$ cat src/rtl/irq_pkg.sv
// Shared types and constants for the interrupt controller and its clients.
package irq_pkg;

    typedef enum logic [1:0] {
        ICIdle,
        ICArbitrate,
        ICAssert
    } IRQState;

    // Register addresses
    localparam logic [2:0] IRQ_PENDING = 3'd0;
    localparam logic [2:0] IRQ_MASK    = 3'd1;
    localparam logic [2:0] IRQ_ACTIVE  = 3'd2;
    localparam logic [2:0] IRQ_CTRL    = 3'd3;

    // CTRL register bit positions
    localparam int unsigned CTL_GIE = 0;
    localparam int unsigned CTL_EOI = 1;

    // Component ids, one per irq_in bit
    localparam int unsigned UART = 0;

endpackage

$ cat src/rtl/irq_priority_encoder.sv
// Fixed-priority encoder: reports the lowest set bit of a request vector.
module irq_priority_encoder #(
    parameter int unsigned SOURCES  = 8,
    parameter int unsigned ID_WIDTH = 3
) (
    input  logic [SOURCES-1:0]  req,
    output logic                valid,
    output logic [ID_WIDTH-1:0] id
);

    // Scan from the top so the lowest set bit is the last one to win
    always_comb begin
        valid = |req;
        id    = '0;
        for (int i = SOURCES - 1; i >= 0; i--) begin
            if (req[i]) begin
                id = ID_WIDTH'(i);
            end
        end
    end

endmodule

$ cat src/rtl/irq_controller.sv
// Memory-mapped interrupt controller: latches request pulses, masks them and
// presents the lowest enabled id to the CPU until an end-of-interrupt write.
module irq_controller
    import irq_pkg::*;
#(
    parameter int unsigned SOURCES    = 8,
    parameter int unsigned ID_WIDTH   = 3,
    parameter int unsigned DATA_WIDTH = 8
) (
    input  logic                  clock,
    input  logic                  reset,
    input  logic                  cs,
    input  logic                  rd,
    input  logic                  wr,
    input  logic [2:0]            addr,
    input  logic [DATA_WIDTH-1:0] in_data,
    output logic [DATA_WIDTH-1:0] out_data,
    input  logic [SOURCES-1:0]    irq_in,
    output logic                  cpu_irq,
    output logic [ID_WIDTH-1:0]   cpu_irq_id
);

    IRQState             state_q, state_d;
    logic [SOURCES-1:0]  pending_q, pending_d;
    logic [SOURCES-1:0]  mask_q, mask_d;
    logic                gie_q, gie_d;
    logic [ID_WIDTH-1:0] active_id_q, active_id_d;

    logic                we;
    logic                eoi;
    logic [SOURCES-1:0]  w1c;
    logic [SOURCES-1:0]  eoi_clr;
    logic [SOURCES-1:0]  arb_vec;
    logic                arb_valid;
    logic [ID_WIDTH-1:0] arb_id;

    // Reads have no side effects, so the read strobe carries no information here
    logic unused_rd;
    assign unused_rd = rd;

    assign we = ~cs & ~wr;

    // Bus write decode and pending-bit update; a new pulse beats any clear
    always_comb begin
        w1c    = '0;
        mask_d = mask_q;
        gie_d  = gie_q;
        eoi    = 1'b0;
        if (we) begin
            unique case (addr)
                IRQ_PENDING: w1c = in_data;
                IRQ_MASK:    mask_d = in_data;
                IRQ_CTRL: begin
                    gie_d = in_data[CTL_GIE];
                    eoi   = in_data[CTL_EOI];
                end
                default: ;
            endcase
        end
        eoi_clr   = (state_q == ICAssert && eoi) ? (SOURCES'(1) << active_id_q) : '0;
        pending_d = irq_in | (pending_q & ~w1c & ~eoi_clr);
    end

    // Arbitrate on what survives this cycle's writes; new arrivals wait a round
    assign arb_vec = pending_q & ~w1c & mask_d;

    irq_priority_encoder #(
        .SOURCES  (SOURCES),
        .ID_WIDTH (ID_WIDTH)
    ) u_prio (
        .req   (arb_vec),
        .valid (arb_valid),
        .id    (arb_id)
    );

    // Service FSM next-state and active id capture
    always_comb begin
        state_d     = state_q;
        active_id_d = active_id_q;
        unique case (state_q)
            ICIdle: begin
                if (gie_q && |(pending_q & mask_q)) begin
                    state_d = ICArbitrate;
                end
            end
            ICArbitrate: begin
                if (gie_d && arb_valid) begin
                    active_id_d = arb_id;
                    state_d     = ICAssert;
                end else begin
                    state_d = ICIdle;
                end
            end
            ICAssert: begin
                // EOI completes; losing pending/mask/GIE aborts without clearing others
                if (eoi || !pending_d[active_id_q] || !mask_d[active_id_q] || !gie_d) begin
                    state_d = ICIdle;
                end
            end
            default: state_d = ICIdle;
        endcase
    end

    // State registers with synchronous reset
    always_ff @(posedge clock) begin
        if (reset) begin
            state_q     <= ICIdle;
            pending_q   <= '0;
            mask_q      <= '0;
            gie_q       <= 1'b0;
            active_id_q <= '0;
        end else begin
            state_q     <= state_d;
            pending_q   <= pending_d;
            mask_q      <= mask_d;
            gie_q       <= gie_d;
            active_id_q <= active_id_d;
        end
    end

    // Register read mux, combinational from addr
    always_comb begin
        out_data = '0;
        case (addr)
            IRQ_PENDING: out_data = pending_q;
            IRQ_MASK:    out_data = mask_q;
            IRQ_ACTIVE:  out_data = DATA_WIDTH'(active_id_q);
            IRQ_CTRL:    out_data[CTL_GIE] = gie_q;
            default:     out_data = '0;
        endcase
    end

    assign cpu_irq    = (state_q == ICAssert);
    assign cpu_irq_id = active_id_q;

endmodule
$ cat config.mk
export PLATFORM = sky130hd
export DESIGN_NAME = irq_controller
export DESIGN_NICKNAME = d
export VERILOG_FILES = /design/src/rtl/irq_pkg.sv /design/src/rtl/irq_priority_encoder.sv /design/src/rtl/irq_controller.sv
export SDC_FILE = /design/constraint.sdc
export NUM_CORES = 1
export LEC_CHECK = 0
export CORE_AREA = 2 2 62 58
export DETAILED_ROUTE_END_ITERATION = 10
export DIE_AREA = 0 0 64 60
export DONT_BUFFER_PORTS = 1
export GPL_TIMING_DRIVEN = 0
export PLACE_DENSITY = 0.68
export SLEW_MARGIN = 20
export SYNTH_ARGS = -nofsm -noshare
export SYNTH_HDL_FRONTEND = slang
export SYNTH_SLANG_ARGS = --single-unit
$ cat constraint.sdc
create_clock -name clock -period 2.85 [get_ports clock]
set_input_delay 0.855 -clock clock [delete_from_list [all_inputs] [get_ports clock]]
set_output_delay 0.855 -clock clock [all_outputs]
set_load 0.02 [all_outputs]
# --- Word level (Yosys, flattened, before mapping) ---
# Cells that the tools add are included.
totals:
  ff_bits: 22
  input_bits: 24
  out_inout_bits: 12
  wordCells: 66
classes:
  magnitude_cmp: 1
  eq_ne: 7
  shifts: 1
  mux: 27
  bitwise_logic: 10
  reduce_logical: 15
ops:
  columns: ["cell", "count"]
  rows:
  - ["8-bit 2-to-1 mux", 5]
  - ["8-bit bitwise AND", 4]
  - ["3-bit 2-to-1 mux", 8]
  - ["7-bit case mux with 3 select lines", 1]
  - ["8-bit NOT", 2]
  - ["8-bit OR reduction", 2]
  - ["8-bit bitwise OR", 1]
  - ["1-bit by 3-bit << shifter with 8-bit output (first input constant)", 1]
  - ["1-bit binary-select mux with 3-bit select", 2]
  - ["3-bit by 2-bit equality test with 1-bit output (second input constant)", 2]
  - ["1-bit 2-to-1 mux", 6]
  - ["2-bit 2-to-1 mux", 3]
  - ["2-bit case mux with 3 select lines", 1]
  - ["3-bit by 4-bit less-than comparator with 1-bit output (second input constant)", 1]
  - ["1-bit case mux with 4 select lines", 1]
  - ["2-bit AND reduction", 2]
  - ["3-bit by 1-bit equality test with 1-bit output (second input constant)", 1]
  - ["1-bit logical AND", 3]
  - ["1-bit logical NOT", 3]
  - ["3-bit logical NOT", 1]
  - ["1-bit logical OR", 3]
  - ["2-bit by 1-bit equality test with 1-bit output (second input constant)", 1]
  - ["2-bit equality test (second input constant)", 1]
  - ["2-bit logical NOT", 1]
  - ["other kinds (4)", 5]

# --- Longest topological paths before layout ---
logic_depth:
  word_depth: 16
  ltp_mapped: 8
  depth_no_buf: 6

# --- Modules after synthesis ---
# A second synthesis with hierarchy kept.
hier_totals:
  cells_unflattened: 196
  area_unflattened_um2: 1525.2
by_module_without_submodules:
  columns: ["mod", "n_inst", "cells_each", "area_per_inst_um2", "seq_area_each_um2"]
  rows:
  - ["irq_controller", 1, 183, 1443.9, 440.4]
  - ["irq_priority_encoder", 1, 13, 81.3, 0.0]

# --- Worst setup path after synthesis ---
# OpenSTA, ideal clock, no wires.
synth_timing:
  path_kind: "input to output"
  start: "in addr[0]"
  end: "out out_data[1]"
  arrival_ps: 1928
  required_ps: 1995
  path_slack_ps: 67
  cell_stages: 5
  path_buffers: 2
  cell_sequence: "buf_2 buf_1 nor2b_1 a21oi_1 nor2_1"
synth_via:
  elab_chain_len: 2
synth_lines:
  columns: ["item", "line", "text"]
  rows:
  - ["start, declared", "irq_controller.sv:15", "input logic [2:0] addr,"]
  - ["3-bit by 2-bit equality test with 1-bit output (tied with other cells)", "irq_controller.sv:124", "case (addr)"]
  - ["7-bit case mux with 3 select lines *", "irq_controller.sv:124", null]
  - ["end, declared", "irq_controller.sv:17", "output logic [DATA_WIDTH-1:0] out_data,"]
# Mark *: on every way between the ends. The rest lies on a longest branch, timed or not.

# --- Worst setup path after layout ---
layout_timing:
  start: "in addr[0]"
  end: "out out_data[0]"
layout_via:
  elab_chain_len: 2
layout_lines:
  columns: ["item", "line"]
  rows:
  - ["3-bit by 2-bit equality test with 1-bit output (tied with other cells)", "irq_controller.sv:124"]
  - ["1-bit case mux with 4 select lines *", "irq_controller.sv:124"]
# Marked as above.

==> results.py <==
metrics = {
    "route": {
        "vias": 1710,
        "avgViaCountPerCell": 6.53,
        "drtIter0Drc": 138,
        "first_pass_iters": 4,
        "wl_um": 5090,
        "final_antenna_net_count": 0,
        "drc_errors": 0,
        "wl_per_cell_um": 19.4,
    },
    "synth": {
        "yosys.area_share.adder_pct": 0,
        "seq_area_frac_synth_pct": 26.3,
        "async_flop_share_pct": 0,
        "synth_cell_types": 53,
        "synth_top_cell_by_area": "dfxtp_1",
        "synth_fp_nets": 238,
        "synth_top_family_by_area": "simple AND/OR/NAND/NOR gates",
        "synth_top_area_share_pct": 26.3,
        "synth.area.top_cells": "dfxtp_1 26%, nor2_1 10%, mux2i_1 7.8%",
        "synthMuxAreaShare_pct": 9.11,
        "synth-edff-count": 0,
        "synthesis.instances": 214,
        "synth_compound_area_share_pct": 23.7,
        "syn_avg_cell_area_um2": 7.83,
        "synth-main-ff-cell": "dfxtp_1",
        "ys_ff_latch": 22,
        "yosysWarnings": 0,
        "synth_area_um2": 1680,
        "synthSimpleGateAreaFrac_pct": 35.1,
        "synth-xor-area-share_pct": 0,
    },
    "global_routing": {
        "track_usage_pct": 27.1,
        "grt_pass1_vias": 1546,
        "grt_start_max_net_pins": 13,
        "grt_antenna_before_repair": 0,
        "grt_first_pass_wirelength_um": 7790,
        "gr-total-overflow": 0,
    },
    "worst_setup_path": {
        "path_buf_inv": 2,
        "r2r_end": "state_q[1]$_SDFFE_PP0P_",
        "required_ns": 2.00,
        "reg2reg_slack_ns": 0.59,
        "critPathCaptureType": "output port",
        "start_kind": "input pin",
        "critPathTopFamily": "multiplexers",
        "worstPathArrival_ns": 1.92,
        "crit_path_max_incr_delay_ns": 0.49,
        "crit_type": "in2out",
        "reg2reg_depth": 6,
        "crit_fanout": 10,
        "path_cells": "clkbuf_4 > buf_6 > mux4_2 > nor2b_1",
        "slowest_stage": "mux4_2",
        "reg2reg_from": "state_q[0]$_SDFFE_PP0P_",
    },
    "clocking": {
        "clockRootBuffer": "clkbuf_4",
        "clock_path_buffers": 2,
        "cts_setup_buffers": 0,
        "cts_max_level": 1,
        "cts.sinks": 22,
        "clock_latency_ns": 0.32,
        "cts-buffers-inserted": 3,
        "postCtsHoldBufs": 0,
        "cts_tree": "done",
        "path_clk_slew_ns": 0.14,
    },
    "floorplanning": {
        "io_pins": 36,
        "fp-row-count": 20,
        "die-area_um2": 3840,
        "chipWidth_um": 64,
        "die_y_um": 60,
        "initial_core_util_pct": 51.9,
        "design.core.area_um2": 3230,
    },
    "final_layout": {
        "instances_no_fill": 262,
        "fin_nets": 243,
        "synthToLayoutAreaGrowth_pct": 6.50,
        "fillCellCount": 317,
        "final_cell_mix": "44 x nor2_1, 22 x dfxtp_1, 18 x nand2_1, 13 x mux2i_1, 9 x nand4_1",
        "drive_gt1_share_pct": 15.6,
        "antenna_cells": 0,
        "final_common_cell": "nor2_1",
    },
    "timing": {
        "slew_headroom_pct": 52.1,
        "clock_skew_ns": 0.0104,
        "setup_viol": 0,
        "rsz0062_at_grt": "no",
        "worst_slew_pin_slew_ns": 0.716,
        "fmax_mhz": 361,
        "min_period_ns": 2.77,
        "finalCritPeriodShare_pct": 97.3,
        "final-hold-violation-count": 0,
        "maxSlewViolCount": 0,
    },
    "pwr": {
        "p_int_mw": 0.432,
        "ir_drop_uv": 165,
        "seq_power_share_pct": 54.7,
        "total_power_mw": 0.601,
        "p_leak_nw": 0.673,
        "p_clk_share_pct": 30.4,
        "comb_power_share_pct": 15.0,
        "p_switching_mw": 0.169,
        "power_density_nw_per_um2": 337,
        "swShare_pct": 28.1,
    },
    "placed_design": {
        "dp.final_hpwl_um": 3840,
        "io_buffers": 0,
        "gp_congestion": 0.934,
        "place_inst": 258,
    },
    "worst_hold_path": {
        "hp-class": "reg2reg",
        "holdPathStages": 2,
        "hp-start": "mask_q[3]$_SDFF_PP0_",
        "min_to": "mask_q[3]$_SDFF_PP0_",
    },
    "status": {
        "status": "complete, no violations",
    },
    "job": {
        "drv_cap": 0,
    },
}
==> power by group through the flow <==
stage | clock, mW | combinational (mW) | sequential, mW
global placement | 0 | 0.0841 | 0.334
floorplan | 0 | 0.0701 | 0.331
CTS | 0.185 | 0.0876 | 0.328
detailed placement | 0 | 0.0867 | 0.335
finish | 0.182 | 0.0899 | 0.328
global route | 0.200 | 0.0972 | 0.329
==> per-layer routing <==
| layer | vias up | GRT usage (%) | wire (µm) |
|---|---|---|---|
| met5 | - | 0 | 0 |
| li1 | 793 | - | - |
| met2 | 96 | 41.8 | 2290 |
| met3 | 9 | 4.90 | 534 |
| met1 | 812 | 39.2 | 2210 |
| met4 | 0 | 6.83 | 61 |
==> what timing repair did <==
action	in CTS	in global routing
setup endpoints to repair	8	4
pin swaps	0	1
resized for setup	2	8
==> registers in the layout (all words and copies together), names as in the netlist <==
name,flops
mask_q,8
pending_q,8
cpu_irq_id,3
state_q,2
gie_q,1
==> per-stage QoR <==
stage | area (µm²) | setup slack, ns | TNS [ns] | util, % | hold slack (ns)
CTS | 1770 | 0.00240 | 0 | 54.8 | 0.563
floorplan | 1680 | 0.0667 | 0 | - | 0.496
global placement | 1730 | -0.179 | -0.771 | 53.6 | 0.529
global route | 1780 | 0.00769 | 0 | 55.3 | 0.604
detailed placement | 1730 | -0.203 | -0.956 | 53.6 | 0.532
finish | 1780 | 0.0764 | 0 | 55.3 | 0.570
==> worst max-delay path by stage <==
stage                     startpoint                          to  slack, ns  cells after the start
after floorplan              addr[0]                 out_data[1]       0.07                      5
after detailed placement     addr[0]                 out_data[1]      -0.20                      5
after global routing         addr[1]  cpu_irq_id[0]$_SDFFE_PP0N_      0.008                      8
final                        addr[0]                 out_data[0]       0.08                      4
after global placement       addr[0]                 out_data[1]      -0.18                      5
after CTS                    addr[0]                 out_data[0]      0.002                      4
==> cells by family (layout without fill, tap and decap cells) <==
kind of cell           after synthesis  count (layout)
AND/OR/NAND/NOR                    112             112
AO/OA/AOI/OAI                       46              46
flip-flops                          22              22
buffers and inverters               20              24
multiplexers                        14              14
==> tightest hold or removal path, delay by kind of cell (launching register included) <==
kind,cells,cell delay (ns)
flip-flops,1,0.37
multiplexers,1,0.09
AND/OR/NAND/NOR,1,0.08
==> final cells by class <==
type                    instances  area (µm²)  area share, %
well taps                      44        55.1           3.09
clock buffers                   4        36.3           2.03
inverters                       8        30.0           1.68
plain buffers                  12        80.1           4.49
flip-flops and latches         22         440           24.7
multi-input cells             172        1140           64.0
==> synthesized netlist by cell type (3+ instances only) <==
cell and instances:
nor3_1 6, nand3b_1 5, o22ai_1 3, nand4_1 9, mux2i_1 13, o41ai_1 3, a21oi_1 5, o22ai_2 6
nand4b_1 3, nor2b_1 5, dfxtp_1 22, o31a_1 4, buf_2 3, o21ai_0 4, inv_1 8, nor2_1 46
a31oi_1 5, nand2_1 18, clkbuf_1 5
Note: power is estimated with default switching activity, not from simulation.
